[config.mk]
export PLATFORM = sky130hd
export DESIGN_NAME = lcd_text_engine
export DESIGN_NICKNAME = d
export VERILOG_FILES = /design/src/rtl/lcd_text_engine.sv
export SDC_FILE = /design/constraint.sdc
export NUM_CORES = 1
export LEC_CHECK = 0
export CAP_MARGIN = 10
export CORE_UTILIZATION = 45
export DETAILED_ROUTE_END_ITERATION = 7
export HOLD_SLACK_MARGIN = 0.02
export PLACE_DENSITY = 0.69
export SLEW_MARGIN = 20
export SYNTH_ARGS = -nofsm -noshare
export SYNTH_HDL_FRONTEND = slang
export SYNTH_SLANG_ARGS = --single-unit
[constraint.sdc]
create_clock -name iCLK -period 9.94 [get_ports iCLK]
set_clock_uncertainty 0.2 [all_clocks]
set_input_delay 1.988 -clock iCLK [delete_from_list [all_inputs] [get_ports iCLK]]
set_output_delay 1.988 -clock iCLK [all_outputs]
set_load 0.01 [all_outputs]
[src/rtl/lcd_text_engine.sv]
// lcd_text_engine: HD44780-class character LCD driver for a ROWS x COLS display.
// Runs the power-up wait and init commands, then redraws the whole display from
// a frame buffer that is snapshotted from iSymbols at the start of every frame.
// Every byte goes through one write sub-sequencer: SETUP, EN pulse, HOLD, WAIT.
module lcd_text_engine #(
  parameter int ROWS       = 2,
  parameter int COLS       = 16,
  parameter int PWR_WAIT   = 750000,
  parameter int EN_CYCLES  = 16,
  parameter int GAP_CYCLES = 2500,
  parameter int CLR_CYCLES = 100000
) (
  input  logic                   iCLK,
  input  logic                   iRST_N,
  input  logic [ROWS*COLS*8-1:0] iSymbols,
  input  logic                   iAuto,
  input  logic                   iUpdate,
  output logic                   oBusy,
  output logic                   oFrameDone,
  output logic [7:0]             LCD_DATA,
  output logic                   LCD_RW,
  output logic                   LCD_EN,
  output logic                   LCD_RS
);

  localparam int NCHR = ROWS * COLS;
  localparam int IW   = $clog2(NCHR);

  typedef enum logic [2:0] {
    S_PWR, S_INIT, S_IDLE, S_SNAP, S_ADDR, S_CHAR
  } state_t;

  typedef enum logic [1:0] {
    W_SETUP, W_PULSE, W_HOLD, W_WAIT
  } wphase_t;

  state_t          r_state;
  wphase_t         r_wphase;
  logic [31:0]     r_cnt;
  logic [1:0]      r_init_idx;
  logic [1:0]      r_row;
  logic [4:0]      r_col;
  logic [IW-1:0]   r_char_idx;
  logic            r_pending;
  logic            r_busy;
  logic            r_done;
  logic [7:0]      r_lcd_data;
  logic            r_lcd_en;
  logic            r_lcd_rs;
  logic [7:0]      r_frame [NCHR];

  logic [7:0]      w_sym [NCHR];
  logic [31:0]     w_wait_len;
  logic            w_go;
  logic [IW-1:0]   w_char_next;

  // Init command bytes: function set 8-bit/2-line, display on, clear, entry mode.
  function automatic logic [7:0] f_init_byte(input logic [1:0] idx);
    logic [7:0] b;
    case (idx)
      2'd0:    b = 8'h38;
      2'd1:    b = 8'h0C;
      2'd2:    b = 8'h01;
      default: b = 8'h06;
    endcase
    return b;
  endfunction

  // Set-DDRAM command for a row: odd rows at 0x40, rows 2/3 shifted by COLS.
  function automatic logic [7:0] f_row_cmd(input logic [1:0] row);
    logic [7:0] a;
    a = row[0] ? 8'h40 : 8'h00;
    if (row[1]) a = a + 8'(COLS);
    return 8'h80 | a;
  endfunction

  // Unpack the flat text vector: character 0 (row 0, col 0) is the MSB byte.
  for (genvar gi = 0; gi < NCHR; gi++) begin : g_unpack
    assign w_sym[gi] = iSymbols[(NCHR-1-gi)*8 +: 8];
  end

  // The clear command needs the long settle time; every other byte uses the gap.
  assign w_wait_len  = (r_lcd_data == 8'h01 && !r_lcd_rs) ? 32'(CLR_CYCLES) : 32'(GAP_CYCLES);
  // A pending request is honoured even with iAuto=0; a fresh iUpdate only counts when idle.
  assign w_go        = iAuto || r_pending || (iUpdate && !r_busy);
  assign w_char_next = r_char_idx + 1'b1;

  assign oBusy      = r_busy;
  assign oFrameDone = r_done;
  assign LCD_DATA   = r_lcd_data;
  assign LCD_RW     = 1'b0;
  assign LCD_EN     = r_lcd_en;
  assign LCD_RS     = r_lcd_rs;

  // Frame buffer: whole-frame snapshot taken in the single SNAP cycle.
  always_ff @(posedge iCLK) begin
    if (r_state == S_SNAP) begin
      for (int i = 0; i < NCHR; i++) r_frame[i] <= w_sym[i];
    end
  end

  // Main FSM with the embedded byte-write sub-sequencer and registered LCD outputs.
  always_ff @(posedge iCLK) begin
    if (!iRST_N) begin
      r_state    <= S_PWR;
      r_wphase   <= W_SETUP;
      r_cnt      <= '0;
      r_init_idx <= '0;
      r_row      <= '0;
      r_col      <= '0;
      r_char_idx <= '0;
      r_pending  <= 1'b0;
      r_busy     <= 1'b1;
      r_done     <= 1'b0;
      r_lcd_data <= 8'h00;
      r_lcd_en   <= 1'b0;
      r_lcd_rs   <= 1'b0;
    end else begin
      r_done <= 1'b0;

      // Starting a frame absorbs any outstanding request; otherwise a busy-time
      // request is remembered (depth one, later ones merge).
      if (r_state == S_IDLE && w_go)
        r_pending <= 1'b0;
      else if (iUpdate && r_busy)
        r_pending <= 1'b1;

      case (r_state)
        S_PWR: begin
          if (r_cnt + 32'd1 >= 32'(PWR_WAIT)) begin
            r_state    <= S_INIT;
            r_cnt      <= '0;
            r_init_idx <= 2'd0;
            r_wphase   <= W_SETUP;
            r_lcd_data <= f_init_byte(2'd0);
            r_lcd_rs   <= 1'b0;
          end else begin
            r_cnt <= r_cnt + 32'd1;
          end
        end

        S_IDLE: begin
          if (w_go) begin
            r_state <= S_SNAP;
            r_busy  <= 1'b1;
          end else begin
            r_busy  <= 1'b0;
          end
        end

        S_SNAP: begin
          r_state    <= S_ADDR;
          r_row      <= 2'd0;
          r_char_idx <= '0;
          r_cnt      <= '0;
          r_wphase   <= W_SETUP;
          r_lcd_data <= f_row_cmd(2'd0);
          r_lcd_rs   <= 1'b0;
        end

        S_INIT, S_ADDR, S_CHAR: begin
          case (r_wphase)
            W_SETUP: begin
              r_lcd_en <= 1'b1;
              r_cnt    <= '0;
              r_wphase <= W_PULSE;
            end
            W_PULSE: begin
              if (r_cnt + 32'd1 >= 32'(EN_CYCLES)) begin
                r_lcd_en <= 1'b0;
                r_cnt    <= '0;
                r_wphase <= W_HOLD;
              end else begin
                r_cnt <= r_cnt + 32'd1;
              end
            end
            W_HOLD: begin
              r_cnt    <= '0;
              r_wphase <= W_WAIT;
            end
            default: begin
              if (r_cnt + 32'd1 >= w_wait_len) begin
                // Byte finished: load the next one so it is valid from its SETUP cycle.
                r_cnt    <= '0;
                r_wphase <= W_SETUP;
                case (r_state)
                  S_INIT: begin
                    if (r_init_idx == 2'd3) begin
                      r_state <= S_IDLE;
                    end else begin
                      r_init_idx <= r_init_idx + 2'd1;
                      r_lcd_data <= f_init_byte(r_init_idx + 2'd1);
                      r_lcd_rs   <= 1'b0;
                    end
                  end
                  S_ADDR: begin
                    r_state    <= S_CHAR;
                    r_col      <= 5'd0;
                    r_lcd_data <= r_frame[r_char_idx];
                    r_lcd_rs   <= 1'b1;
                  end
                  default: begin
                    if (r_col != 5'(COLS-1)) begin
                      r_col      <= r_col + 5'd1;
                      r_char_idx <= w_char_next;
                      r_lcd_data <= r_frame[w_char_next];
                    end else if (r_row != 2'(ROWS-1)) begin
                      r_row      <= r_row + 2'd1;
                      r_char_idx <= w_char_next;
                      r_state    <= S_ADDR;
                      r_lcd_data <= f_row_cmd(r_row + 2'd1);
                      r_lcd_rs   <= 1'b0;
                    end else begin
                      r_state <= S_IDLE;
                      r_done  <= 1'b1;
                    end
                  end
                endcase
              end else begin
                r_cnt <= r_cnt + 32'd1;
              end
            end
          endcase
        end

        default: begin
          r_state <= S_PWR;
          r_cnt   <= '0;
        end
      endcase
    end
  end

endmodule

# Word-level counts from Yosys, hierarchy flattened
# Memory sizes are Yosys's and may differ from the RTL's. A register that Yosys moved wholly into a read port is not among the register bits.
# Cells that the tools add are included.
op_classes:
  addsub: 6
  order_cmp: 3
  n_eq_ne: 31
  muxes: 66
  n_bitwise: 5
  reduce_logical: 31
op_table:
  columns: ["cell", "count"]
  rows:
  - ["two-way mux 32 bit", 3]
  - ["case mux 32 bit (3 select lines)", 1]
  - ["case mux 32 bit (2 select lines)", 1]
  - ["two-way mux 8 bit", 6]
  - ["two-way mux 5 bit", 8]
  - ["adder 32 x 1 -> 32 bit (second input constant)", 1]
  - ["greater-or-equal comparator 32 x 17 -> 1 bit", 1]
  - ["greater-or-equal comparator 32 x 20 -> 1 bit (second input constant)", 1]
  - ["greater-or-equal comparator 32 x 5 -> 1 bit (second input constant)", 1]
  - ["two-way mux 2 bit", 12]
  - ["case mux 8 bit (3 select lines)", 1]
  - ["AND reduction 6 bit", 4]
  - ["two-way mux 3 bit", 7]
  - ["!= test 2 bit (second input constant)", 10]
  - ["case mux 5 bit (2 select lines)", 2]
  - ["case mux 6 bit (3 select lines)", 1]
  - ["two-way mux 17 bit", 1]
  - ["case mux 8 bit (2 select lines)", 1]
  - ["two-way mux 7 bit", 2]
  - ["!= test 3 bit (second input constant)", 4]
  - ["case mux 2 bit (3 select lines)", 2]
  - ["case mux 3 bit (4 select lines)", 1]
  - ["two-way mux 1 bit", 11]
  - ["adder 5 x 1 -> 5 bit (second input constant)", 2]
  - ["31 further kinds", 58]
word_totals:
  ff_bits: 64
  mem_bits_rw: 256
  inputBits: 260
  output_inout_bits: 13
  elab_cells: 156
  mem_count: 1
mem_list:
  columns: ["name", "words", "word_bits", "rd", "rd_ports_with_merged_regs", "write_ports", "line_no", "rtl"]
  rows:
  - ["r_frame", 32, 8, 2, 1, 32, "50", "logic [7:0] r_frame [NCHR];"]

# Depth between registers and ports, before layout
# Gate-level depths: netlist of the first run.
depth:
  ltp_word: 10
  mapped_depth: 18
  ltp_nobuf: 15

# Worst setup path after synthesis of the first run
# No wires, ideal clock.
synth_timing:
  kind: "reg-to-reg"
  start: "register r_state[0]"
  end: "memory r_frame[0][0], enable pin"
  setup_time_ps: 607
  t_arrival_ps: 6241
  t_required_ps: 9133
  setup_slack_ps: 2892
  path_stages_with_launch: 7
  path_buffers: 2
  synth_period_minus_slack_ps: 7048
  path_cell_list: "dfxtp_1 > clkbuf_1 > inv_1 > clkbuf_1 > nor2_1 > nand2_1 > inv_1"
synth_lines:
  columns: ["element", "line_no", "rtl"]
  rows:
  - ["start, declared", "37", "state_t r_state;"]
  - ["start signal, assigned", "105", "r_state <= S_PWR;"]
  - ["start signal, assigned", "131", "r_state <= S_INIT;"]
  - ["start signal, assigned", "144", "r_state <= S_SNAP;"]
  - ["end, declared", "50", null]

# Final worst setup path of the first run
layout_timing:
  start: "register r_cnt[4]"
  end: "register r_cnt[5]"
layout_between:
  elab_chain_len: 5
  elab_cells_between_ends: 9
  classes_between: "add/sub (1); order compare (3); mux (5)"
layout_lines:
  columns: ["element", "line_no", "rtl"]
  rows:
  - ["start, declared", "39", "logic [31:0] r_cnt;"]
  - ["start signal, assigned", "138", "r_cnt <= r_cnt + 32'd1;"]
  - ["start signal, assigned", "174", "r_cnt <= r_cnt + 32'd1;"]
  - ["start signal, assigned", "220", "r_cnt <= r_cnt + 32'd1;"]
  - ["adder 32 x 1 -> 32 bit (*)", null, null]
  - ["greater-or-equal comparator 32 x 17 -> 1 bit / greater-or-equal comparator 32 x 5 -> 1 bit (equally long branches)", "182, 169", null]
  - ["two-way mux 32 bit, on equally long branches", "182, 169", null]
  - ["case mux 32 bit (2 select lines)", "162", "case (r_wphase)"]
  - ["case mux 32 bit (3 select lines) (*)", "128", "case (r_state)"]
# Every way passes the cells marked *; elsewhere a longest branch is shown, timed or not.
# A chain may end at the register's enable or synchronous reset.

==> results by group, run 1 <==
Final layout
  – Ratio of cells with drive above 1 in the final layout: 0.165
  – Fillers: 2,816
  – Area grow syn2layout: 25.7%
  – Final instance area: 20,500 sq um
  – Storage element area: 9080 sq um
  – Nets: 1,646
  – Area taken by multi-input logic gates: 6860 sq um

Power and ir drop
  – Max IR drop VDD: 0.137 mV
  – Leakage dissipation: 0.00663 uW
  – P per Cell Area: 142 nW/um^2

Clocking
  – TritonCTS clock tree: yes
  – Worst-Skew Late Latency: 0.53 ns
  – Hold Buf Count CTS: 0
  – CTS H-tree lvls: 2
  – CTS resizes: 0
  – Clk root buf: clkbuf_16
  – Post-CTS Setup Inserts: 0
  – CTS clk-pin slew, worst paths: 0.06 ns
  – TritonCTS Buffers: 37
  – Sink Count: 325
  – Clock Path Buffers: 3

Routing
  – Total vias in the final route: 11,400
  – Final wirelength: 45,000 microns
  – Post-DR wirelength/cell: 24.2 microns
  – Post-route ant nets: 0
  – Vias per Instance: 6.12
  – DR DRC count: 30
  – TritonRoute pass-1 iters: 8
  – Drt initial violations: 1,048

Logic synthesis
  – Main synth FF type: edfxtp_1
  – #FFs+latches synth: 325
  – Synthesis Warnings: 0
  – Syn_area_per_cell: 14.5 sq um
  – Simple-gate share of the synthesized area: 0.0931
  – Async set or reset register ratio after synthesis: 0
  – Mux contribution to synthesized area: 0.228
  – Post-synth EDFFs: 256
  – Distinct cells, synth: 70
  – Xor/xnor share of the synthesized area: 0.00966
  – Sequential share of the synthesized area: 0.556
  – Post-synthesis compound-gate area fraction: 0.0699
  – Post-synth top area share: 0.471
  – Post-synthesis cell count: 1,126
  – Top cells by area, synth: edfxtp_1, mux4_2, dfxtp_1
  – Main combinational cell family by area after synthesis: multiplexers
  – Post-synth top area cell: edfxtp_1
  – Cell area after synthesis: 16,300 sq um
  – Post-Synth Adder-Cell Area: 0.0166
  – Syn nets: 1,406

Place
  – HPWL after DPL: 32,200 microns
  – Placed cell areas: 19,400 sq um
  – I/O Buffers: 271
  – Placer congestion estimate: 0.890
  – Pre-CTS setup slack: 4.65 ns

Timing
  – Slew @ Worst Pin: 1.13 ns
  – Final Hold Viols: 0
  – Unrepaired setup endpoints after global routing: no
  – TNS Setup: 0 ns
  – Max-slew violation count: 0
  – Final period util: 0.543
  – Slew margin rel.: 0.244
  – Fmax: 185 MHz
  – Worst setup margin: 4.55 ns
  – Setup violations, final: 0
  – Min Hold Slack: 0.265 ns
  – Min Tclk post-route: 5.39 ns

Critical path
  – Worst-path fanout max: 16
  – Slowest-stage cell, CP: a2111oi_4
  – CP top delay family: simple AND/OR/NAND/NOR gates
  – Crit path DAT: 5.63 ns
  – Critical path startpoint category: flop
  – Crit path capture type: flop
  – Largest stage delay on the critical path: 1.06 ns
  – Worst EP required: 10.18 ns
  – Worst path most repeated cell: o21ai_0
  – CP Class: flop to flop
  – Worst path bufs/invs: 0
  – Cell breakdown of the critical path: nand4_1, or4_1, o21ai_0, a31oi_1, nor4b_1, nand3_1, a2111oi_4, o21ai_1, o21ai_0

Floorplanning
  – Core area: 35,700 sq um
  – Row cnt: 69
  – Die Y: 192 microns
  – # IOs: 273
  – DIE WIDTH: 192 microns
  – Full die area: 37,000 sq um
  – Initial core utilization: 0.458

Global route
  – GR Overflow Total: 0
  – Vias in the first global route: 11,300
  – Global-route total usage across every layer: 0.245
  – First-pass GRT wire length: 67,400 microns
  – Largest net degree at the start of global routing: 119
  – Initial antenna violation count: 8

Flow run
  – Maxcap violations: 0

Status
  – Outcome: finished with violations
  – Failing checks: design-rule violations

Min path
  – Hold crit path type: flop to flop
## stage by stage
step	utilization	instances	total power, uW
finish	0.575	1860	2910
global route	0.575	1856	2990
CTS	0.575	1855	2930
detailed placement	0.545	1788	1700
global placement	0.545	1788	1690
floorplan	-	1126	1560
## area by class of cell
| type | instances | share of cell area |
|---|---|---|
| Tap cell | 461 | 0.0281 |
| Clock inverter | 10 | 0.00244 |
| Inverter | 27 | 0.00530 |
| Timing Repair Buffer | 284 | 0.137 |
| Sequential cell | 325 | 0.442 |
| Multi-Input combinational cell | 691 | 0.334 |
| Clock buffer | 57 | 0.0502 |
| Antenna cell | 5 | 0.000610 |
## logic make-up after synthesis
| kind of cell | Yosys count |
|---|---|
| other cells | 1 |
| buf+inv | 110 |
| fa+ha+maj | 22 |
| simple gates | 299 |
| xor+xnor | 18 |
| flops | 325 |
| compound gates | 166 |
| mux | 185 |
## cells in the mapped netlist, types with 5 or more instances
cell	number
edfxtp_1	256
dfxtp_1	69
nand4_1	18
buf_2	12
o211ai_1	8
clkbuf_1	52
buf_1	15
nor4_1	6
mux2i_1	32
and3_1	22
or4_1	8
a21oi_1	24
nand3_1	41
a22oi_1	6
xor2_1	10
ha_1	20
nor2b_1	6
nand2b_1	5
nor3_1	18
inv_1	24
o22ai_1	18
nor2_1	49
xnor2_1	8
and2_1	19
a311oi_1	8
mux4_2	149
a211oi_1	25
or3_1	10
a31oi_1	18
nand2_1	82
o21ai_0	26
## state kept, by name, summed over array words and instances, names as in the netlist, named ones only
register	flops
r_char_idx	5
r_frame	256
LCD_RS	1
oBusy	1
LCD_DATA	8
r_state	3
oFrameDone	1
r_cnt	32
r_col	5
LCD_EN	1
r_wphase	2
r_pending	1
r_init_idx	2
r_row	2
## power breakdown
group	leakage, uW	switching (uW)	internal, uW
Combinational	0.00325	70.2	115
Sequential	0.00286	13.7	1470
Clock	0.000524	525	713
## layout by cell type (no fill, tap or decap), drive strengths merged, types with 20 or more instances in the layout
cell type,instances
clkbuf,57
and3,22
edfxtp,256
mux2i,32
nor2,49
inv,27
o21ai,29
nand3,42
a21oi,24
a211oi,26
nand2,83
clkdlybuf4s50,270
ha,20
mux4,149
dfxtp,69
## per-layer routing
| metal | wire (microns) | GRT usage | vias to the layer above | share of wire |
|---|---|---|---|---|
| met5 | 69 | 0 | - | 0.0015 |
| met4 | 970 | 0.0627 | 10 | 0.022 |
| met3 | 3880 | 0.0535 | 77 | 0.086 |
| met2 | 21900 | 0.401 | 568 | 0.49 |
| met1 | 18100 | 0.332 | 5676 | 0.40 |
| li1 | - | - | 5051 | - |
## worst paths after layout
path	startpoint	endpoint	slack (ns)	cells after the start
worst max register to register	r_cnt[4]	r_cnt[5]	4.55	9
worst min-delay path	r_col[4]	r_col[4]	0.26	2
worst max-delay path	r_cnt[4]	r_cnt[5]	4.55	9
worst min register to register	r_col[4]	r_col[4]	0.26	2
## worst reg2reg max path, delay by kind of cell, from the launching register on
| kind | cells | cell delay [ns] |
|---|---|---|
| AND/OR/NAND/NOR | 4 | 2.58 |
| AO/OA/AOI/OAI | 5 | 1.96 |
| flip-flops | 1 | 0.56 |
Power figures use the tool's default switching activity.
==> inputs of run 2 (changes only) <==
--- a/config.mk
+++ b/config.mk
@@ -9,7 +9,7 @@
 export CORE_UTILIZATION = 45
 export DETAILED_ROUTE_END_ITERATION = 7
 export HOLD_SLACK_MARGIN = 0.02
-export PLACE_DENSITY = 0.69
+export PLACE_DENSITY = 0.72
 export SLEW_MARGIN = 20
 export SYNTH_ARGS = -nofsm -noshare
 export SYNTH_HDL_FRONTEND = slang
==> constraint.sdc (replaced) <==
create_clock -name iCLK -period 4.5 [get_ports iCLK]
set_clock_uncertainty 0.2 [all_clocks]
set_input_delay 0.9 -clock iCLK [delete_from_list [all_inputs] [get_ports iCLK]]
set_output_delay 0.9 -clock iCLK [all_outputs]
set_load 0.01 [all_outputs]
==> results by group, run 2 (synthesis results as in run 1) <==
Routing
  – Total vias in the final route: 11,500 (+1.1%)
  – Wl on met1: 17,700 microns (-2.5%)
  – Met3 WL post-DR: 3760 microns (-3.1%)
  – Drt initial violations: 1,087 (+3.7%)
  – Met2 wire length: 22,500 microns (+2.9%)
  – Vias per Instance: 6.09 (-0.55%)
  – Highest metal used: met5
  – Post-DR wirelength/cell: 23.7 microns (-1.9%)
  – TritonRoute pass-1 iters: 7 (-1)
  – Post-route ant nets: 0 (unchanged)
  – Final wirelength: 44,900 microns (-0.22%)
  – DR DRC count: 16 (-47%)

Clocking
  – CTS clk-pin slew, worst paths: 0.06 ns (about the same)
  – Clk root buf: clkbuf_16
  – Sink Count: 325 (unchanged)
  – Clock Path Buffers: 3 (unchanged)
  – CTS H-tree lvls: 2 (unchanged)
  – Worst-Skew Late Latency: 0.54 ns (about the same)
  – TritonCTS clock tree: yes
  – CTS resizes: 0 (unchanged)
  – Hold Buf Count CTS: 0 (unchanged)
  – Post-CTS Setup Inserts: 0 (unchanged)
  – TritonCTS Buffers: 37 (unchanged)

Floorplanning
  – Die Y: 192 microns (unchanged)
  – Full die area: 37,000 sq um (unchanged)
  – # IOs: 273 (unchanged)
  – Row cnt: 69 (unchanged)
  – Initial core utilization: 0.458 (unchanged)
  – DIE WIDTH: 192 microns (unchanged)
  – Core area: 35,700 sq um (unchanged)

Critical path
  – Worst-path fanout max: 11 (-5)
  – Crit path capture type: flop
  – Crit path DAT: 4.39 ns (-1.24 ns)
  – Critical path launch point: r_cnt[0]
  – CP Class: flop to flop
  – R2r startpoint: r_cnt[0]
  – Critical path startpoint category: flop
  – Worst EP required: 4.74 ns (-5.44 ns)

Timing
  – Fmax: 241 MHz (+30%)
  – Final Hold Viols: 0 (unchanged)
  – Final period util: 0.922 (+0.379)
  – Max-slew violation count: 0 (unchanged)
  – Unrepaired setup endpoints after global routing: no
  – Min Tclk post-route: 4.15 ns (-1.24 ns)
  – Setup violations, final: 0 (unchanged)
  – Slew margin rel.: 0.292 (+0.0475)
  – TNS Setup: 0 ns (unchanged)
  – Worst setup margin: 0.352 ns (-4.20 ns)
  – Slew @ Worst Pin: 1.06 ns (-0.0727 ns)

Final layout
  – Storage element area: 9080 sq um (about the same)
  – Final instance area: 21,000 sq um (+2.6%)
  – Most flops, register: r_frame
  – Commonest non-fill, non-tap cells in the layout: clkdlybuf4s50_1, edfxtp_1, mux4_2, nand2_1, dfxtp_1
  – Fillers: 2,719 (-3.4%)
  – Ratio of cells with drive above 1 in the final layout: 0.195 (+0.0302)
  – Area taken by multi-input logic gates: 6880 sq um (+0.33%)
  – Max reg flops: 256 (unchanged)
  – Nets: 1,681 (+2.1%)
  – Commonest non-fill, non-tap cell in the layout: clkdlybuf4s50_1
  – Area grow syn2layout: 28.9%

Global route
  – Vias in the first global route: 11,700 (+3.6%)
  – First-pass GRT wire length: 68,500 microns (+1.5%)
  – Global-route total usage across every layer: 0.246 (+0.000375)
  – Largest net degree at the start of global routing: 68 (-43%)
  – Initial antenna violation count: 4 (-4)
  – GR Overflow Total: 0 (unchanged)

Place
  – I/O Buffers: 271 (unchanged)
  – Placed cell areas: 19,800 sq um (+1.9%)
  – Pre-CTS setup slack: 0.382 ns (-4.27 ns)
  – HPWL after DPL: 32,500 microns (+0.81%)
  – Placer congestion estimate: 0.902 (+1.4%)

Power and ir drop
  – Leakage dissipation: 0.00691 uW (+4.1%)
  – Final Power: 6750 uW (+130%)
  – P per Cell Area: 321 nW/um^2 (+130%)
  – Max IR drop VDD: 0.324 mV (+140%)

Flow run
  – Maxcap violations: 0 (unchanged)

Min path
  – HP Start: r_col[4]
  – Hold crit path type: flop to flop

Status
  – Failing checks: design-rule violations
  – Outcome: finished with violations
run 2: cell count changes in the layout (fill, tap and decap cells not counted), moves of 2 or more:
| cell | delta |
|---|---|
| clkinv_2 | +3 |
| clkinvlp_4 | +2 |
| diode_2 | -4 |
| inv_6 | -2 |
| bufinv_16 | +5 |
| clkbuf_1 | -9 |
| buf_12 | +8 |
| clkbuf_8 | -2 |
| buf_4 | +27 |
run 2: cell type report:
| cell class | count | share of cell area |
|---|---|---|
| sequential | 325 | 0.431 |
| multi-input combinational | 691 | 0.327 |
| timing repair buffer | 319 | 0.151 |
| clock buffer | 46 | 0.0461 |
| tap | 461 | 0.0274 |
| clock inverter | 21 | 0.0125 |
| inverter | 27 | 0.00499 |
| antenna | 1 | 0.000119 |
run 2: metal layers:
layer	global-route usage	vias to the layer above
met5	0	-
met4	0.0545	8
met3	0.0560	65
met2	0.417	513
met1	0.321	5808
li1	-	5114
run 2: critical path: stages (launching register included):
cell       delay, ns
dfxtp_1         0.48
nand3_1         0.23
or2_2           0.39
nor3_1          0.24
xnor2_1         0.18
inv_1           0.07
ha_1            0.30
o211ai_1        0.14
buf_4           0.15
a211oi_1        0.04
a211o_1         0.25
maj3_2          0.35
a2111oi_4       0.46
buf_4           0.29
o21ai_0         0.11
a31oi_1         0.20
run 2: report_power, final:
part           leakage, uW  internal, uW  switching, uW
Clock             0.000596          1830           1220
Combinational      0.00345           266            161
Sequential         0.00286          3250           27.1
run 2: path summary, 6_finish.rpt:
kind,to,slack [ns],depth (start not counted)
max,r_cnt[13],0.35,15
min,r_col[4],0.29,2
max reg2reg,r_cnt[13],0.35,15
min reg2reg,r_col[4],0.29,2
run 2: stage by stage:
| step | cells | hold slack [ns] | utilization |
|---|---|---|---|
| detailed placement | 1823 | 0.259 | 0.555 |
| CTS | 1890 | 0.275 | 0.590 |
| global route | 1890 | 0.310 | 0.590 |
| global placement | 1823 | 0.255 | 0.555 |
| floorplan | 1126 | 0.240 | - |
| finish | 1891 | 0.286 | 0.590 |
==> inputs of run 3 (changes only) <==
--- a/config.mk
+++ b/config.mk
@@ -9,7 +9,7 @@
 export CORE_UTILIZATION = 45
 export DETAILED_ROUTE_END_ITERATION = 7
 export HOLD_SLACK_MARGIN = 0.02
-export PLACE_DENSITY = 0.72
+export PLACE_DENSITY = 0.69
 export SLEW_MARGIN = 20
 export SYNTH_ARGS = -nofsm -noshare
 export SYNTH_HDL_FRONTEND = slang
==> constraint.sdc (replaced) <==
create_clock -name iCLK -period 5.3 [get_ports iCLK]
set_clock_uncertainty 0.2 [all_clocks]
set_input_delay 1.06 -clock iCLK [delete_from_list [all_inputs] [get_ports iCLK]]
set_output_delay 1.06 -clock iCLK [all_outputs]
set_load 0.01 [all_outputs]
==> results by group, run 3 (synthesis results as in run 1) <==
Final layout
  – Storage element area: 9080 sq um (about the same)
  – Most flops, register: r_frame
  – Area taken by multi-input logic gates: 6870 sq um (about the same)
  – Commonest non-fill, non-tap cells in the layout: clkdlybuf4s50_1, edfxtp_1, mux4_2, nand2_1, dfxtp_1
  – Nets: 1,654 (-1.6%)
  – Max reg flops: 256 (unchanged)
  – Ratio of cells with drive above 1 in the final layout: 0.176 (-0.0192)
  – Commonest non-fill, non-tap cell in the layout: clkdlybuf4s50_1
  – Final instance area: 20,700 sq um (-1.6%)
  – Area grow syn2layout: 26.9%
  – Fillers: 2,798 (+2.9%)

Clocking
  – Hold Buf Count CTS: 0 (unchanged)
  – Worst-Skew Late Latency: 0.54 ns (about the same)
  – Clock Path Buffers: 3 (unchanged)
  – CTS resizes: 0 (unchanged)
  – CTS clk-pin slew, worst paths: 0.06 ns (about the same)
  – TritonCTS clock tree: yes
  – Clk root buf: clkbuf_16
  – Post-CTS Setup Inserts: 0 (unchanged)
  – TritonCTS Buffers: 38 (+2.7%)
  – CTS H-tree lvls: 2 (unchanged)
  – Sink Count: 325 (unchanged)

Routing
  – Post-route ant nets: 0 (unchanged)
  – Post-DR wirelength/cell: 23.8 microns (+0.32%)
  – Total vias in the final route: 11,300 (-2.1%)
  – DR DRC count: 16 (unchanged)
  – Drt initial violations: 895 (-18%)
  – Final wirelength: 44,500 microns (-0.90%)
  – Vias per Instance: 6.03 (-0.92%)
  – TritonRoute pass-1 iters: 7 (unchanged)

Global route
  – Initial antenna violation count: 7 (+3)
  – GR Overflow Total: 0 (unchanged)
  – First-pass GRT wire length: 67,400 microns (-1.6%)
  – Global-route total usage across every layer: 0.245 (-0.00102)
  – Largest net degree at the start of global routing: 118 (+74%)
  – Vias in the first global route: 11,500 (-1.8%)

Critical path
  – Crit path capture type: flop
  – Crit path DAT: 4.67 ns (+0.28 ns)
  – Crit Reg-Reg Endpoint: LCD_DATA[6]
  – FF-to-FF path depth: 14 (-1)
  – R2r startpoint: r_cnt[0]
  – Worst-path fanout max: 9 (-2)
  – CP Class: flop to flop
  – Critical path startpoint category: flop
  – Reg2reg setup slack: 0.83 ns (+0.48 ns)
  – Worst EP required: 5.50 ns (+0.76 ns)

Timing
  – Fmax: 224 MHz (-7.1%)
  – Final Hold Viols: 0 (unchanged)
  – Slew margin rel.: 0.211 (-0.0812)
  – Unrepaired setup endpoints after global routing: no
  – Max-slew violation count: 0 (unchanged)
  – Slew @ Worst Pin: 1.18 ns (+0.122 ns)
  – Final period util: 0.843 (-0.0791)
  – Setup violations, final: 0 (unchanged)
  – Worst setup margin: 0.834 ns (+0.482 ns)
  – TNS Setup: 0 ns (unchanged)
  – Min Tclk post-route: 4.47 ns (+0.318 ns)

Floorplanning
  – Die Y: 192 microns (unchanged)
  – DIE WIDTH: 192 microns (unchanged)
  – Row cnt: 69 (unchanged)
  – Core area: 35,700 sq um (unchanged)
  – # IOs: 273 (unchanged)
  – Initial core utilization: 0.458 (unchanged)
  – Full die area: 37,000 sq um (unchanged)

Min path
  – HP Start: r_col[4]
  – Hold worst-path end: r_col[4]
  – Hold Crit Depth: 2 (unchanged)
  – Hold crit path type: flop to flop

Power and ir drop
  – P per Cell Area: 271 nW/um^2 (-16%)
  – Max IR drop VDD: 0.317 mV (-2.3%)
  – Leakage dissipation: 0.00672 uW (-2.7%)

Status
  – Failing checks: design-rule violations
  – Outcome: finished with violations

Place
  – HPWL after DPL: 32,000 microns (-1.6%)
  – Placed cell areas: 19,500 sq um (-1.4%)
  – I/O Buffers: 271 (unchanged)
  – Pre-CTS setup slack: 0.918 ns (+0.537 ns)
  – Placer congestion estimate: 0.915 (+1.4%)

Flow run
  – Maxcap violations: 0 (unchanged)
-- run 3: final cells by class --
cell class,instances,area share
multi-input combinational,691,0.332
inverter,27,0.00507
sequential,325,0.438
clock buffer,52,0.0484
antenna,4,0.000483
timing repair buffer,291,0.140
clock inverter,17,0.00755
tap,461,0.0278
-- run 3: metal layers --
metal  GRT usage  vias up  part of all wire
li1            -     5057                 -
met1       0.328     5643              0.40
met2       0.401      481              0.49
met4      0.0690        6             0.024
met3      0.0540       77             0.082
met5           0        -           0.00076
-- run 3: through the flow --
step / instances / hold WS (ns) / util / power (uW)
finish: 1868 / 0.266 / 0.581 / 5610
global route: 1867 / 0.298 / 0.581 / 5770
CTS: 1864 / 0.266 / 0.580 / 5650
detailed placement: 1795 / 0.257 / 0.548 / 3190
global placement: 1795 / 0.253 / 0.548 / 3190
floorplan: 1126 / 0.240 / - / 2930
-- run 3: worst max-delay path, cell delays in order, from the launching register on --
cell and delay (ns):
dfxtp_1 0.47, nand3_1 0.33, nor3_1 0.36, nor2b_1 0.10, or2_2 0.32, ha_1 0.30
nand2_1 0.05, a21oi_1 0.22, o221ai_1 0.20, a211oi_1 0.31, a211oi_1 0.09, maj3_1 0.44
a211oi_2 0.48, nand2_2 0.27, mux2i_1 0.18
-- run 3: worst max path at each step --
stage                     startpoint       endpoint  slack, ns  cells after the start
final                       r_cnt[0]    LCD_DATA[6]       0.83                     14
after global routing        r_cnt[0]    LCD_DATA[6]       0.41                     14
after CTS                   r_cnt[0]    LCD_DATA[0]       0.88                     12
after detailed placement    r_cnt[0]    LCD_DATA[0]       0.92                     12
after global placement      r_cnt[4]    LCD_DATA[6]       1.01                     15
after floorplan           r_state[0]  r_frame[0][0]    0.00009                      6
-- run 3: power by group --
part	internal [uW]	switching (uW)	total (uW)
combinational	219	138	356
sequential	2760	22.1	2780
clock	1430	1040	2470
